**src/rtl/alu_pkg.sv**
```systemverilog
// alu_pkg: ALUctl encodings shared by the alu and everything that feeds it.
package alu_pkg;
    localparam logic [3:0] ALU_AND = 4'd0;
    localparam logic [3:0] ALU_OR  = 4'd1;
    localparam logic [3:0] ALU_ADD = 4'd2;
    localparam logic [3:0] ALU_SUB = 4'd6;
    localparam logic [3:0] ALU_SLT = 4'd7;
    localparam logic [3:0] ALU_NOR = 4'd12;

    function automatic logic alu_ctl_legal(input logic [3:0] ctl);
        return ctl inside {ALU_AND, ALU_OR, ALU_ADD, ALU_SUB, ALU_SLT, ALU_NOR};
    endfunction
endpackage

```
**src/rtl/alu_share_arb_if.sv**
```systemverilog
// alu_share_arb_if: requester bundle plus registered result channel of the shared alu.
interface alu_share_arb_if #(
    parameter int NREQ = 4,
    parameter int W    = 32,
    parameter int IDW  = 2
);
    logic [NREQ-1:0]   req;
    logic [4*NREQ-1:0] ctl;
    logic [W*NREQ-1:0] a_in;
    logic [W*NREQ-1:0] b_in;
    logic [NREQ-1:0]   gnt;
    logic              out_valid;
    logic              out_ready;
    logic [IDW-1:0]    out_id;
    logic [W-1:0]      out_result;
    logic              out_zero;
    logic              out_err;

    modport master (
        output req, ctl, a_in, b_in, out_ready,
        input  gnt, out_valid, out_id, out_result, out_zero, out_err
    );
    modport slave (
        input  req, ctl, a_in, b_in, out_ready,
        output gnt, out_valid, out_id, out_result, out_zero, out_err
    );
endinterface

```
**src/rtl/alu.sv**
```systemverilog
// alu: combinational MIPS-style ALU; unsupported ALUctl codes yield zero.
module alu
    import alu_pkg::*;
#(
    parameter int W = 32
) (
    input  logic [3:0]   ALUctl,
    input  logic [W-1:0] A,
    input  logic [W-1:0] B,
    output logic [W-1:0] ALUOut,
    output logic         Zero
);
    always_comb begin
        ALUOut = ALUctl == ALU_AND ? A & B :
                 ALUctl == ALU_OR  ? A | B :
                 ALUctl == ALU_ADD ? A + B :
                 ALUctl == ALU_SUB ? A - B :
                 ALUctl == ALU_SLT ? {{(W-1){1'b0}}, $signed(A) < $signed(B)} :
                 ALUctl == ALU_NOR ? ~(A | B) : '0;
        Zero = ALUOut == '0;
    end
endmodule

```
**src/rtl/rr_pick.sv**
```systemverilog
// rr_pick: round-robin priority pick; search starts at ptr and wraps modulo NREQ.
module rr_pick #(
    parameter int NREQ = 4,
    parameter int IDW  = $clog2(NREQ)
) (
    input  logic [NREQ-1:0] req,
    input  logic [IDW-1:0]  ptr,
    input  logic            en,
    output logic [NREQ-1:0] gnt,
    output logic [IDW-1:0]  idx
);
    logic [2*NREQ-1:0] dbl;
    logic [IDW-1:0]    off;
    logic [IDW:0]      sum;
    logic              hit;

    // idx never depends on en, so the operand mux stays off the out_ready path
    always_comb begin
        dbl = {req, req} >> ptr;
        off = '0;
        hit = 1'b0;
        for (int k = 0; k < NREQ; k++) begin
            if (!hit && dbl[k]) begin
                hit = 1'b1;
                off = IDW'(k);
            end
        end
        sum = {1'b0, ptr} + {1'b0, off};
        idx = IDW'(sum >= (IDW+1)'(NREQ) ? sum - (IDW+1)'(NREQ) : sum);
        gnt = (en && hit) ? NREQ'(1) << idx : '0;
    end
endmodule

```
**src/rtl/alu_share_arb.sv**
```systemverilog
// alu_share_arb: shares one alu among NREQ requesters round-robin, with a
// single-entry registered result slot under valid/ready backpressure.
module alu_share_arb
    import alu_pkg::*;
#(
    parameter int NREQ = 4,
    parameter int W    = 32,
    parameter int IDW  = $clog2(NREQ)
) (
    input logic            clk,
    input logic            rst_n,
    alu_share_arb_if.slave bus
);
    logic            free;
    logic            legal;
    logic            alu_zero;
    logic [NREQ-1:0] gnt;
    logic [IDW-1:0]  idx;
    logic [3:0]      sel_ctl;
    logic [W-1:0]    sel_a, sel_b, alu_out;
    logic            valid_q, valid_d, zero_q, zero_d, err_q, err_d;
    logic [IDW-1:0]  id_q, id_d, ptr_q, ptr_d;
    logic [W-1:0]    result_q, result_d;

    assign free = !valid_q || bus.out_ready;

    rr_pick #(.NREQ(NREQ), .IDW(IDW)) u_pick (
        .req (bus.req),
        .ptr (ptr_q),
        .en  (free && rst_n),
        .gnt (gnt),
        .idx (idx)
    );

    assign sel_ctl = bus.ctl[int'(idx)*4 +: 4];
    assign sel_a   = bus.a_in[int'(idx)*W +: W];
    assign sel_b   = bus.b_in[int'(idx)*W +: W];
    assign legal   = alu_ctl_legal(sel_ctl);

    alu #(.W(W)) u_alu (
        .ALUctl (sel_ctl),
        .A      (sel_a),
        .B      (sel_b),
        .ALUOut (alu_out),
        .Zero   (alu_zero)
    );

    always_comb begin
        valid_d  = valid_q;
        id_d     = id_q;
        result_d = result_q;
        zero_d   = zero_q;
        err_d    = err_q;
        ptr_d    = ptr_q;
        if (|gnt) begin
            valid_d  = 1'b1;
            id_d     = idx;
            result_d = legal ? alu_out : '0;
            zero_d   = legal && alu_zero;
            err_d    = !legal;
            ptr_d    = idx == IDW'(NREQ-1) ? '0 : idx + 1'b1;
        end else if (bus.out_ready) begin
            valid_d  = 1'b0;
        end
    end

    always_ff @(posedge clk or negedge rst_n) begin
        if (!rst_n) begin
            valid_q  <= 1'b0;
            id_q     <= '0;
            result_q <= '0;
            zero_q   <= 1'b0;
            err_q    <= 1'b0;
            ptr_q    <= '0;
        end else begin
            valid_q  <= valid_d;
            id_q     <= id_d;
            result_q <= result_d;
            zero_q   <= zero_d;
            err_q    <= err_d;
            ptr_q    <= ptr_d;
        end
    end

    assign bus.gnt        = gnt;
    assign bus.out_valid  = valid_q;
    assign bus.out_id     = id_q;
    assign bus.out_result = result_q;
    assign bus.out_zero   = zero_q;
    assign bus.out_err    = err_q;
endmodule

```
**src/flat_wrapper.sv**
```systemverilog
// flat-port wrapper written by rule: the top's interface ports become plain ports
module alu_share_arb_flat import alu_pkg::*;
#(
    parameter int NREQ = 4,
    parameter int W    = 32,
    parameter int IDW  = $clog2(NREQ)
)
  (clk, rst_n, bus_req, bus_ctl, bus_a_in, bus_b_in, bus_out_ready, bus_gnt, bus_out_valid, bus_out_id, bus_out_result, bus_out_zero, bus_out_err);
  alu_share_arb_if #(.NREQ(NREQ), .W(W), .IDW(IDW)) bus_i ();
  input logic clk;
  input logic rst_n;
  input wire logic [$bits(bus_i.req)-1:0] bus_req;
  input wire logic [$bits(bus_i.ctl)-1:0] bus_ctl;
  input wire logic [$bits(bus_i.a_in)-1:0] bus_a_in;
  input wire logic [$bits(bus_i.b_in)-1:0] bus_b_in;
  input wire logic [$bits(bus_i.out_ready)-1:0] bus_out_ready;
  output wire logic [$bits(bus_i.gnt)-1:0] bus_gnt;
  output wire logic [$bits(bus_i.out_valid)-1:0] bus_out_valid;
  output wire logic [$bits(bus_i.out_id)-1:0] bus_out_id;
  output wire logic [$bits(bus_i.out_result)-1:0] bus_out_result;
  output wire logic [$bits(bus_i.out_zero)-1:0] bus_out_zero;
  output wire logic [$bits(bus_i.out_err)-1:0] bus_out_err;
  assign bus_i.req = bus_req;
  assign bus_i.ctl = bus_ctl;
  assign bus_i.a_in = bus_a_in;
  assign bus_i.b_in = bus_b_in;
  assign bus_i.out_ready = bus_out_ready;
  assign bus_gnt = bus_i.gnt;
  assign bus_out_valid = bus_i.out_valid;
  assign bus_out_id = bus_i.out_id;
  assign bus_out_result = bus_i.out_result;
  assign bus_out_zero = bus_i.out_zero;
  assign bus_out_err = bus_i.out_err;
  alu_share_arb #(.NREQ(NREQ), .W(W), .IDW(IDW)) u_core (.clk(clk), .rst_n(rst_n), .bus(bus_i));
endmodule
```
**config.mk**
```make
export PLATFORM = sky130hd
export DESIGN_NAME = alu_share_arb_flat
export DESIGN_NICKNAME = d
export VERILOG_FILES = /design/src/rtl/alu_pkg.sv /design/src/rtl/alu_share_arb_if.sv /design/src/rtl/alu.sv /design/src/rtl/rr_pick.sv /design/src/rtl/alu_share_arb.sv /design/src/flat_wrapper.sv
export SDC_FILE = /design/constraint.sdc
export NUM_CORES = 1
export LEC_CHECK = 0
export ABC_AREA = 1
export BUFFER_PORTS_ARGS = -buffer_cell sky130_fd_sc_hd__clkbuf_2
export CORE_ASPECT_RATIO = 1.4
export CORE_UTILIZATION = 35
export DETAILED_ROUTE_END_ITERATION = 6
export PLACE_DENSITY_LB_ADDON = 0.15
export SLEW_MARGIN = 5
export SYNTH_ARGS = -nofsm -noshare
export SYNTH_HDL_FRONTEND = slang
export SYNTH_HIERARCHICAL = 1
export SYNTH_SLANG_ARGS = --single-unit
```
**constraint.sdc**
```tcl
create_clock -name clk -period 6.3 [get_ports clk]
set_clock_uncertainty 0.1 [all_clocks]
set_input_delay 0.315 -clock clk [delete_from_list [all_inputs] [get_ports clk]]
set_output_delay 0.315 -clock clk [all_outputs]
set_load 0.03 [all_outputs]
```
==> out/qor.yml <==
diodes: 0
start_util: 0.358
slew_headroom: 0.275
place_area_mm2: 0.0129
hold_buffers: 0
num_vias: 14100
synth_edf_count: 0
fin_tns_setup_ns: 0
violations: "DRC"
synth_area_mm2: 0.0111
cts_sinks: 39
crit_fanout: 17
cp-end-kind: "register"
synth_top_area_cell: "nand2_1"
drv_cap: 0
io_pins: 320
ys.warnings.count: 6
fin_util: 0.421
hold_path.class: "input pin to asynchronous set/reset pin"
register_area_um2: 977
post_drt_wl_per_cell_um: 17.3
overflow: 0
start_kind: "register"
die_w_um: 152
cp_slowest_stage_delay_ns: 0.45
drt-vias-per-instance: 5.19
h-tree-depth: 2
ys_async_sr_fraction: 1.00
drv_slew: 0
first_iter_violations: 1027
drive_gt1_frac: 0.218
die_area_mm2: 0.0324
clkTransAtPathRegs_ns: 0.06
fmax_ghz: 0.174
grt_pass1_vias: 13400
rr_startpoint: "u_core/ptr_q[0]"
core_mm2: 0.0310
critPathKind: "register to register"
syn_nets: 2446
wl_um: 47000
fillerInstances: 3538
synthCells: 2067
die_y_um: 213
clk_path_buf_depth: 2
area_delta_synth_final_pct: 17.7
syn-mean-instance-area_um2: 5.36
antenna_found_initial: 0
postLayoutCellArea_mm2: 0.0130
status: "finished, violations left"
crit_top_cell: "nand2_1"
synth_seq_cells: 39
root_buffer: "clkbuf_16"
min_period_ns: 5.75
synth_top_area_frac: 0.197
worst_pin_slew_ns: 1.08
drc: 10
gp_congestion: 0.972
crit_arrival_ns: 5.87
nNetsFinal: 2703
critPathSlowestCell: "dfrtp_2"
yosys_most_used_dff: "dfrtp_1"
worstSkewPairLatency_ns: 0.28
drtAntennaViolNets: 0
grt_first_pass_wirelength_um: 72500
ys_types: 48
multiInputGateArea_mm2: 0.00841
critPathTopFamily: "simple AND/OR/NAND/NOR gates"
startpoint: "u_core/ptr_q[0]"
finalSetupViolCount: 0
rows: 76
grt.total_usage: 0.286
grt_start_max_net_pins: 143
hold_viol_final: 0
cts_buffers: 5
worstPathRequired_ns: 6.42
yosys-top-cells-area: "nand2_1, ha_1, inv_1"
post-route-period-util: 0.913
tritoncts: "done"
portBuffers: 319
drt_pre_antenna_iters: 7
dp.final_hpwl_um: 39600
synth_seq_area_share: 0.0880
rsz0062_at_grt: "false"
crit_buf_inv: 5
-- layout make-up --
type | count | share of cell area
inverter | 325 | 0.0939
timing repair buffer | 339 | 0.137
clock buffer | 5 | 0.00959
multi-input combinational | 1614 | 0.645
sequential | 39 | 0.0749
tap | 390 | 0.0374
clock inverter | 2 | 0.00288
-- synth_stat cells, drive strengths merged (39+ instances only) --
| cell type | count |
|---|---|
| nand2 | 628 |
| inv | 317 |
| nor2 | 317 |
| o21ai | 168 |
| nand3 | 139 |
| ha | 98 |
| o22ai | 67 |
| a21oi | 58 |
| clkbuf | 46 |
| buf | 43 |
| dfrtp | 39 |
| nand4 | 39 |
-- worst paths after layout --
kind / endpoint / slack (ns) / cells past startpoint
worst max register to register: u_core/bus.out_zero / 0.55 / 39
worst min register to register: u_core/bus.out_result[23] / 0.38 / 2
worst max-delay path: u_core/bus.out_zero / 0.55 / 39
worst min-delay path: u_core/bus.out_result[7] / 0.07 / 1
min in group clk: u_core/bus.out_valid / 0.13 / 2
max in group asynchronous: u_core/ptr_q[0] / 5.37 / 1
-- cells by family after synthesis --
group / synth area share
compound gates: 0.156
xor+xnor: 0.00474
fa+ha+maj: 0.114
buf+inv: 0.155
flops: 0.0880
simple gates: 0.483
-- layout by cell type (no fill, tap or decap), types with 22 or more instances in the layout --
cell | synthesis | routed
o22ai_1 | 66 | 66
inv_2 | 28 | 26
or2_2 | 23 | 23
nand3_1 | 127 | 127
nand2_2 | 39 | 39
inv_1 | 289 | 289
nand2_1 | 583 | 583
a21oi_1 | 49 | 49
nand4_1 | 38 | 38
o21ai_1 | 22 | 22
ha_1 | 98 | 97
clkbuf_2 | 1 | 319
o21ai_0 | 145 | 145
nor2_1 | 285 | 285
nor2_2 | 28 | 28
nand3b_1 | 35 | 35
dfrtp_1 | 39 | 38
-- through the flow --
step,hold slack (ns),instances,worst slack (ns)
after floorplan,-0.0806,2067,1.51
after global placement,0.365,2707,0.425
after detailed placement,0.364,2707,0.344
after CTS,0.116,2714,0.294
after global routing,0.164,2714,0.0108
final,0.0738,2714,0.548
-- timing repair --
item | CTS | global route
setup endpoints to repair | 0 | 1
endpoints found under the hold margin | 0 | 0
buffers inserted | 0 | 0
gates resized for setup | 0 | 3
-- worst reg2reg max path, delay by kind of cell (launching register included) --
family                   cells  cell delay [ns]
buffers and inverters        5             0.77
AO/OA/AOI/OAI                3             0.49
adder cells (fa/ha/maj)      3             0.81
flip-flops                   1             0.45
AND/OR/NAND/NOR             27             2.88
XOR/XNOR                     1             0.21
-- registers in the layout, indices dropped and copies added, names as in the netlist --
register,flops
u_core/bus.out_id,2
u_core/bus.out_zero,1
u_core/bus.out_valid,1
u_core/bus.out_result,32
u_core/bus.out_err,1
u_core/ptr_q,2
-- metal layers --
layer | vias to the layer above | global-route usage | routed length, um
li1 | 7038 | - | -
met5 | - | 0 | 0
met1 | 6414 | 0.367 | 20300
met4 | 0 | 0.0989 | 1650
met2 | 553 | 0.507 | 22300
met3 | 78 | 0.0175 | 2670
Power is left out: the tool's default activity adds up to more than one toggle a clock period on the data nets, which glitch-free logic cannot reach.
